File: src/rtl/bit_serial_addsub_ctrl.sv
// Bit-serial add/subtract sequencer: one NAND-built 1-bit full adder/subtractor cell
// reused across WIDTH cycles, LSB first, with a start/busy/done handshake.
module bit_serial_addsub_ctrl #(
    parameter int WIDTH = 8
) (
    input  logic             clk,
    input  logic             rst,
    input  logic             start,
    input  logic             op,
    input  logic [WIDTH-1:0] a,
    input  logic [WIDTH-1:0] b,
    output logic             busy,
    output logic             done,
    output logic [WIDTH-1:0] result,
    output logic             cout_borr
);

    localparam int CNT_W = $clog2(WIDTH) + 1;

    typedef enum logic [1:0] {
        ST_IDLE = 2'd0,
        ST_RUN  = 2'd1,
        ST_DONE = 2'd2
    } state_t;

    state_t             state_r;
    state_t             state_next_s;
    logic [CNT_W-1:0]   bit_cnt_r;
    logic               c_r;
    logic               op_r;
    logic [WIDTH-1:0]   a_r;
    logic [WIDTH-1:0]   b_r;
    logic [WIDTH-1:0]   shift_r;
    logic [WIDTH-1:0]   result_r;
    logic               cout_borr_r;
    logic [1:0]         cell_s;
    logic [WIDTH-1:0]   shift_next_s;
    logic               last_bit_s;

    function automatic logic nand2(input logic x, input logic y);
        return ~(x & y);
    endfunction

    function automatic logic xor_n(input logic x, input logic y);
        logic m;
        m = nand2(x, y);
        return nand2(nand2(x, m), nand2(y, m));
    endfunction

    // Subtraction reuses the adder carry chain on ~a: the carry out becomes the borrow.
    function automatic logic [1:0] addsub_cell(input logic ai, input logic bi,
                                               input logic ci, input logic sub);
        logic ax;
        logic p;
        logic s;
        logic co;
        ax = xor_n(ai, sub);
        p  = xor_n(ax, bi);
        s  = xor_n(xor_n(ai, bi), ci);
        co = nand2(nand2(ax, bi), nand2(ci, p));
        return {co, s};
    endfunction

    assign cell_s       = addsub_cell(a_r[0], b_r[0], c_r, op_r);
    assign shift_next_s = {cell_s[0], shift_r[WIDTH-1:1]};
    assign last_bit_s   = (bit_cnt_r == CNT_W'(WIDTH - 1));

    // State register
    always_ff @(posedge clk) begin
        if (rst) begin
            state_r <= ST_IDLE;
        end else begin
            state_r <= state_next_s;
        end
    end

    // Next-state logic
    always_comb begin
        state_next_s = state_r;
        case (state_r)
            ST_IDLE: begin
                if (start) begin
                    state_next_s = ST_RUN;
                end else begin
                    state_next_s = ST_IDLE;
                end
            end
            ST_RUN: begin
                if (last_bit_s) begin
                    state_next_s = ST_DONE;
                end else begin
                    state_next_s = ST_RUN;
                end
            end
            ST_DONE: state_next_s = ST_IDLE;
            default: state_next_s = ST_IDLE;
        endcase
    end

    // Handshake outputs decoded from the state register
    always_comb begin
        busy = 1'b0;
        done = 1'b0;
        case (state_r)
            ST_IDLE: begin
                busy = 1'b0;
                done = 1'b0;
            end
            ST_RUN: begin
                busy = 1'b1;
                done = 1'b0;
            end
            ST_DONE: begin
                busy = 1'b1;
                done = 1'b1;
            end
            default: begin
                busy = 1'b0;
                done = 1'b0;
            end
        endcase
    end

    // Operand capture, serial datapath and result registers
    always_ff @(posedge clk) begin
        if (rst) begin
            bit_cnt_r   <= {CNT_W{1'b0}};
            c_r         <= 1'b0;
            op_r        <= 1'b0;
            a_r         <= {WIDTH{1'b0}};
            b_r         <= {WIDTH{1'b0}};
            shift_r     <= {WIDTH{1'b0}};
            result_r    <= {WIDTH{1'b0}};
            cout_borr_r <= 1'b0;
        end else begin
            case (state_r)
                ST_IDLE: begin
                    if (start) begin
                        a_r       <= a;
                        b_r       <= b;
                        op_r      <= op;
                        bit_cnt_r <= {CNT_W{1'b0}};
                        c_r       <= 1'b0;
                    end
                end
                ST_RUN: begin
                    // Operands shift right so the cell always sees bit 0.
                    a_r       <= {1'b0, a_r[WIDTH-1:1]};
                    b_r       <= {1'b0, b_r[WIDTH-1:1]};
                    shift_r   <= shift_next_s;
                    c_r       <= cell_s[1];
                    bit_cnt_r <= bit_cnt_r + CNT_W'(1);
                    if (last_bit_s) begin
                        result_r    <= shift_next_s;
                        cout_borr_r <= cell_s[1];
                    end
                end
                ST_DONE: begin
                    bit_cnt_r <= bit_cnt_r;
                end
                default: begin
                    bit_cnt_r <= {CNT_W{1'b0}};
                end
            endcase
        end
    end

    assign result    = result_r;
    assign cout_borr = cout_borr_r;

endmodule

File: config.mk
export PLATFORM = sky130hd
export DESIGN_NAME = bit_serial_addsub_ctrl
export DESIGN_NICKNAME = d
export VERILOG_FILES = /design/src/rtl/bit_serial_addsub_ctrl.sv
export SDC_FILE = /design/constraint.sdc
export NUM_CORES = 1
export LEC_CHECK = 0
export BUFFER_PORTS_ARGS = -buffer_cell sky130_fd_sc_hd__buf_2
export CORE_ASPECT_RATIO = 1.1
export CORE_MARGIN = 8
export CORE_UTILIZATION = 47
export DETAILED_ROUTE_END_ITERATION = 16
export HOLD_SLACK_MARGIN = 0.15
export PLACE_DENSITY = 0.67
export SYNTH_ARGS = -nofsm -noshare
export SYNTH_HDL_FRONTEND = slang
export SYNTH_SLANG_ARGS = --single-unit
File: constraint.sdc
create_clock -name clk -period 1.9 [get_ports clk]
set_input_delay 0.285 -clock clk [delete_from_list [all_inputs] [get_ports clk]]
set_output_delay 0.285 -clock clk [all_outputs]
set_load 0.05 [all_outputs]
==> run summary, run 1 <==
Total iterations of the first detailed-routing run -> 4
Clock Path Buffers -> 2
Vias in the first global route -> 1277
Worst min-delay path class -> primary input to register
Seq cells post-synth -> 40
First-pass GRT wire length -> 5.75 mm
Drc violations -> 0
CP Class -> register to register
Largest area contributor in the netlist -> dfxtp_1
TNS Setup -> 0 ns
Reg2Reg Launch Point -> state_r[0]$_SDFF_PP0_
DP Worst Slack -> 0.233 ns
Routed Antenna Nets -> 0
Worst Tran Pin Value -> 0.681 ns
CTS tree -> built
Total gr overflow -> 0
Core ar. -> 0.00363 mm²
# diodes -> 0
GRT Total Usage -> 12.2%
Dpl hpwl -> 2.48 mm
Die Width -> 74.4 µm
Yosys top cell area share -> 45.4%
IO buf count -> 30
Vias per cell -> 5.13
Largest stage delay, worst path -> 0.57 ns
CP startpoint kind -> register
Synth Instances -> 190
Top_reg_cell synth -> dfxtp_1
Max_cap viols -> 0
Fin. Hold Viols -> 0
Top delay family on crit path -> multiplexers
Ys Warns -> 0
CTS root buf -> clkbuf_8
CP Depth -> 5
Layout Nets -> 243
Filler Cell Count -> 340
Clk Latency, worst-skew pair -> 0.28 ns
Final Core Density -> 55.9%
WP data required -> 2.10 ns
Layout cells sized above 1 -> 19.6%
Crit path arrival time -> 1.86 ns
Final worst slack -> 0.239 ns
Min Hold Slack -> 0.259 ns
Register area share after synthesis -> 45.4%
IO Pins -> 31
Worst R2R Path Depth -> 5
Power density cells -> 833 mW/mm²
Post-synth EDFFs -> 0
Endpoint type of the worst setup path -> register
Critical Path Start -> state_r[0]$_SDFF_PP0_
Hold path startpoint -> op
Syn Area/Cell -> 9.29 µm²
Die Y -> 80.3 µm
Setup-failing EPs final -> 0
Ys async rst share -> 0%
CTS resizes -> 0
Tcrit/Tclk final -> 87.4%
Lkg Pwr -> 0.817 nW
Iteration-0 DRC Markers -> 69
CP cell instances -> inv_1 -> ha_1 -> mux2_2 -> nor2_1 -> a211oi_1
Top cells by area, synth -> dfxtp_1 45%, mux2i_1 12%, a211oi_1 6.4%, nand2_1 5.1%, nor2_1 4.9%
Sink Count -> 40
Worst Skew -> 0.00735 ns
Clock Pin Slew Worst Setup and Hold Paths -> 0.07 ns
DR vias -> 1381
Commonest non-fill, non-tap cell in the layout -> dfxtp_1
Max VDD drop -> 0.387 mV
# rows -> 23
Achievable Freq -> 602 MHz
Setup bufs post-CTS -> 0
Slew headroom -> 54.6%
Post-CTS Hold Fix Bufs -> 0
Routability cong. -> 0.754
Area Overhead vs Synth -> 14.9%
R2r endpoint -> b_r[2]$_SDFFE_PP0P_
Antenna violations before repair -> 0
Status -> finished, final reports clean
Die Area -> 0.00598 mm²
Max-slew violations -> 0
WL/cell -> 13.0 µm
Largest net degree at the start of global routing -> 41
Most frequent cells in the layout -> 40 x dfxtp_1, 30 x buf_2, 24 x nand2_1
Worst setup endpoint -> b_r[2]$_SDFFE_PP0P_
Cts bufs inserted -> 5
Largest fanout on the critical path -> 28
Minimum clock period -> 1.66 ns
Mapped cell area -> 0.00177 mm²
Crit path buf inv count -> 1
Synth cell types -> 30
Initial core utilization -> 48.7%
Total routed wirelength -> 3.50 mm
CTS H-tree lvls -> 2
Slowest-stage cell, CP -> mux2_2
RSZ-0062 raised after global routing -> no
Syn Nets -> 215
R2R Setup Slk -> 0.24 ns
synth_stat cells (all sizes together), types with 3 or more instances:
master	instances
mux2i	22
nor2	23
a211oi	15
dfxtp	40
nand2b	3
buf	8
nand2	24
clkbuf	5
a21oi	15
nand3	5
o21ai	4
ha	5
per-layer routing:
layer / vias to the layer above / GRT usage, % / routed length (µm)
met5: - / 0 / 0
met4: 0 / 5.29 / 24
met3: 2 / 4.61 / 236
met2: 34 / 20.2 / 1770
met1: 626 / 13.6 / 1480
li1: 719 / - / -
final cells by class:
| type | count | area, µm² | share of cell area (%) |
|---|---|---|---|
| inverter | 2 | 7.51 | 0.370 |
| clock buffer | 7 | 86.3 | 4.26 |
| timing repair buffer | 34 | 180 | 8.88 |
| clock inverter | 1 | 7.51 | 0.370 |
| tap | 50 | 62.6 | 3.08 |
| sequential | 40 | 801 | 39.5 |
| multi-input combinational | 135 | 883 | 43.6 |
report_power, final:
part           total (W)  switching [W]  internal [W]
logic           0.000220       0.000118      0.000102
registers       0.000904      0.0000248      0.000879
clock network   0.000566       0.000271      0.000295
total            0.00169       0.000414       0.00128
how the worst min path moves through the flow:
stage	end	slack (ns)	depth (start not counted)
after floorplan	result[0]$_SDFFE_PP0P_	0.43	2
after global placement	result[0]$_SDFFE_PP0P_	0.44	2
after detailed placement	result[3]$_SDFFE_PP0P_	0.45	2
after CTS	op_r$_SDFFE_PP0P_	0.25	3
after global routing	op_r$_SDFFE_PP0P_	0.27	3
final	op_r$_SDFFE_PP0P_	0.26	3
worst register-to-register path, cell delays in order, from the launching register on:
cell,delay (ns)
dfxtp_1,0.33
inv_1,0.06
ha_1,0.30
mux2_2,0.57
nor2_1,0.10
a211oi_1,0.22
cells by family (layout without fill, tap and decap cells):
| family | Yosys count | in the layout | synth area share (%) |
|---|---|---|---|
| simple gates | 65 | 65 | 17.2 |
| compound gates | 40 | 40 | 14.3 |
| flops | 40 | 40 | 45.4 |
| mux | 23 | 23 | 13.1 |
| buf+inv | 15 | 44 | 4.61 |
| fa+ha+maj | 5 | 5 | 3.54 |
| xor+xnor | 2 | 2 | 1.84 |
state kept, by name, summed over array words and instances (netlist names):
| signal | flops |
|---|---|
| cout_borr | 1 |
| op_r | 1 |
| result | 8 |
| shift_r | 7 |
| a_r | 8 |
| b_r | 8 |
| state_r | 2 |
| bit_cnt_r | 4 |
| c_r | 1 |
metrics by stage:
step                instance area, µm²  cells  power, W
finish                            2030    269   0.00169
floorplan                         1770    190   0.00110
global route                      2030    269   0.00179
global placement                  1930    261   0.00114
detailed placement                1930    261   0.00115
CTS                               2030    269   0.00172
(Power assumes the default switching activity.)
==> run 2, diff against run 1 <==
==> constraint.sdc (replaced) <==
create_clock -name clk -period 1.8 [get_ports clk]
set_input_delay 0.27 -clock clk [delete_from_list [all_inputs] [get_ports clk]]
set_output_delay 0.27 -clock clk [all_outputs]
set_load 0.05 [all_outputs]
==> run 2 against run 1 <==
Effect of this change: core utilization grew 1.0 points; sequential power grew 5.6%; final cell count is the same; worst hold slack lost 0.016 ns; sequential share of layout area shrank 0.69 points; register-to-register slack lost 0.09 ns.
==> run summary, run 2 (synthesis results as in run 1) <==
CTS H-tree lvls -> 2 (unchanged)
Initial core utilization -> 48.7% (unchanged)
Non-Filler Instances -> 269 (unchanged)
WP data required -> 2.01 ns (-0.09 ns)
# rows -> 23 (unchanged)
Total iterations of the first detailed-routing run -> 4 (unchanged)
Minimum clock period -> 1.65 ns (-0.0138 ns)
Achievable Freq -> 607 MHz (+0.84%)
Worst Skew -> 0.00361 ns (-0.00374 ns)
Die Width -> 74.4 µm (unchanged)
Status -> finished, final reports clean
Die Area -> 0.00598 mm² (unchanged)
Max-slew violations -> 0 (unchanged)
Total gr overflow -> 0 (unchanged)
Max_cap viols -> 0 (unchanged)
Commonest non-fill, non-tap cell in the layout -> dfxtp_1
DP Cell Count -> 261 (unchanged)
Pwr Total -> 0.00197 W (+17%)
Vias per cell -> 5.12 (-0.36%)
Cts bufs inserted -> 5 (unchanged)
Drc violations -> 0 (unchanged)
R2R Setup Slk -> 0.15 ns (-0.09 ns)
CTS resizes -> 0 (unchanged)
Worst Tran Pin Value -> 0.708 ns (+0.0274 ns)
Max VDD drop -> 0.583 mV (+51%)
Routability cong. -> 0.787 (+4.5%)
Clk Latency, worst-skew pair -> 0.28 ns (about the same)
Endpoint type of the worst setup path -> register
CTS root buf -> clkbuf_8
Most frequent cells in the layout -> 40 x dfxtp_1, 30 x buf_2, 24 x nand2_1
Lkg Pwr -> 0.842 nW (+3.0%)
Clock Path Buffers -> 2 (unchanged)
CTS tree -> built
Setup bufs post-CTS -> 0 (unchanged)
First-pass GRT wire length -> 5.90 mm (+2.6%)
GRT Total Usage -> 12.4% (+0.12 points)
Clock Pin Slew Worst Setup and Hold Paths -> 0.07 ns (about the same)
# diodes -> 0 (unchanged)
Tcrit/Tclk final -> 91.5% (+4.1 points)
Area Overhead vs Synth -> 16.9%
Iteration-0 DRC Markers -> 98 (+42%)
Dpl hpwl -> 2.45 mm (-1.4%)
Crit path arrival time -> 1.86 ns (about the same)
Fin. Hold Viols -> 0 (unchanged)
Post-CTS Hold Fix Bufs -> 0 (unchanged)
Slew headroom -> 52.8% (-1.8 points)
Sink Count -> 40 (unchanged)
Antenna violations before repair -> 0 (unchanged)
Layout Nets -> 243 (unchanged)
Power density cells -> 954 mW/mm² (+14%)
CP startpoint kind -> register
DR vias -> 1376 (-0.36%)
Routed Antenna Nets -> 0 (unchanged)
DP Worst Slack -> 0.104 ns (-0.129 ns)
Core ar. -> 0.00363 mm² (unchanged)
WL/cell -> 13.1 µm (+0.60%)
Largest net degree at the start of global routing -> 41 (unchanged)
Die Y -> 80.3 µm (unchanged)
Total routed wirelength -> 3.52 mm (+0.60%)
RSZ-0062 raised after global routing -> no
CP Class -> register to register
IO Pins -> 31 (unchanged)
Vias in the first global route -> 1378 (+7.9%)
Setup-failing EPs final -> 0 (unchanged)
Largest fanout on the critical path -> 10 (-64%)
Final worst slack -> 0.152 ns (-0.0862 ns)
Layout cells sized above 1 -> 20.1% (+0.46 points)
TNS Setup -> 0 ns (unchanged)
Worst min-delay path class -> primary input to register
IO buf count -> 30 (unchanged)
[run 2: metal layers]
layer  vias up  track usage (%)  wire length [µm]
met5         -                0                 0
met3         5             3.24               175
met2        19             22.2              1740
met4         0             4.71                38
li1        719                -                 -
met1       633             13.3              1570
[run 2: final timing paths]
| path | startpoint | endpoint | depth (start not counted) |
|---|---|---|---|
| max | state_r[1]$_SDFF_PP0_ | bit_cnt_r[3]$_SDFFE_PP0P_ | 6 |
| min | op | op_r$_SDFFE_PP0P_ | 3 |
| max reg2reg | state_r[1]$_SDFF_PP0_ | bit_cnt_r[3]$_SDFFE_PP0P_ | 6 |
| min reg2reg | result[6]$_SDFFE_PP0P_ | result[6]$_SDFFE_PP0P_ | 2 |
[run 2: per-stage QoR]
step | area [µm²] | utilization [%] | hold slack, ns
after floorplan | 1770 | - | 0.417
after global placement | 1930 | 53.3 | 0.441
after detailed placement | 1930 | 53.3 | 0.448
after CTS | 2060 | 56.8 | 0.231
after global routing | 2060 | 56.9 | 0.248
final | 2060 | 56.9 | 0.243
[run 2: worst max-delay path, cell delays in order, from the launching register on]
cell	delay [ns]
dfxtp_1	0.32
inv_1	0.07
ha_1	0.36
buf_4	0.21
nand2b_1	0.05
or4_1	0.40
a31oi_1	0.17
[run 2: report_power, final]
group	total, W	switching [W]	leakage [nW]	internal (W)
Sequential	0.000955	0.0000266	0.326	0.000928
Combinational	0.000233	0.000124	0.451	0.000109
Clock	0.000782	0.000293	0.0645	0.000489
[run 2: layout make-up]
type,instances,area [µm²]
well taps,50,62.6
fillers,346,1560
inverters,2,7.51
repair buffers,34,180
clock inverters,1,30.0
multi-input cells,135,887
clock buffers,7,96.3
flip-flops and latches,40,801
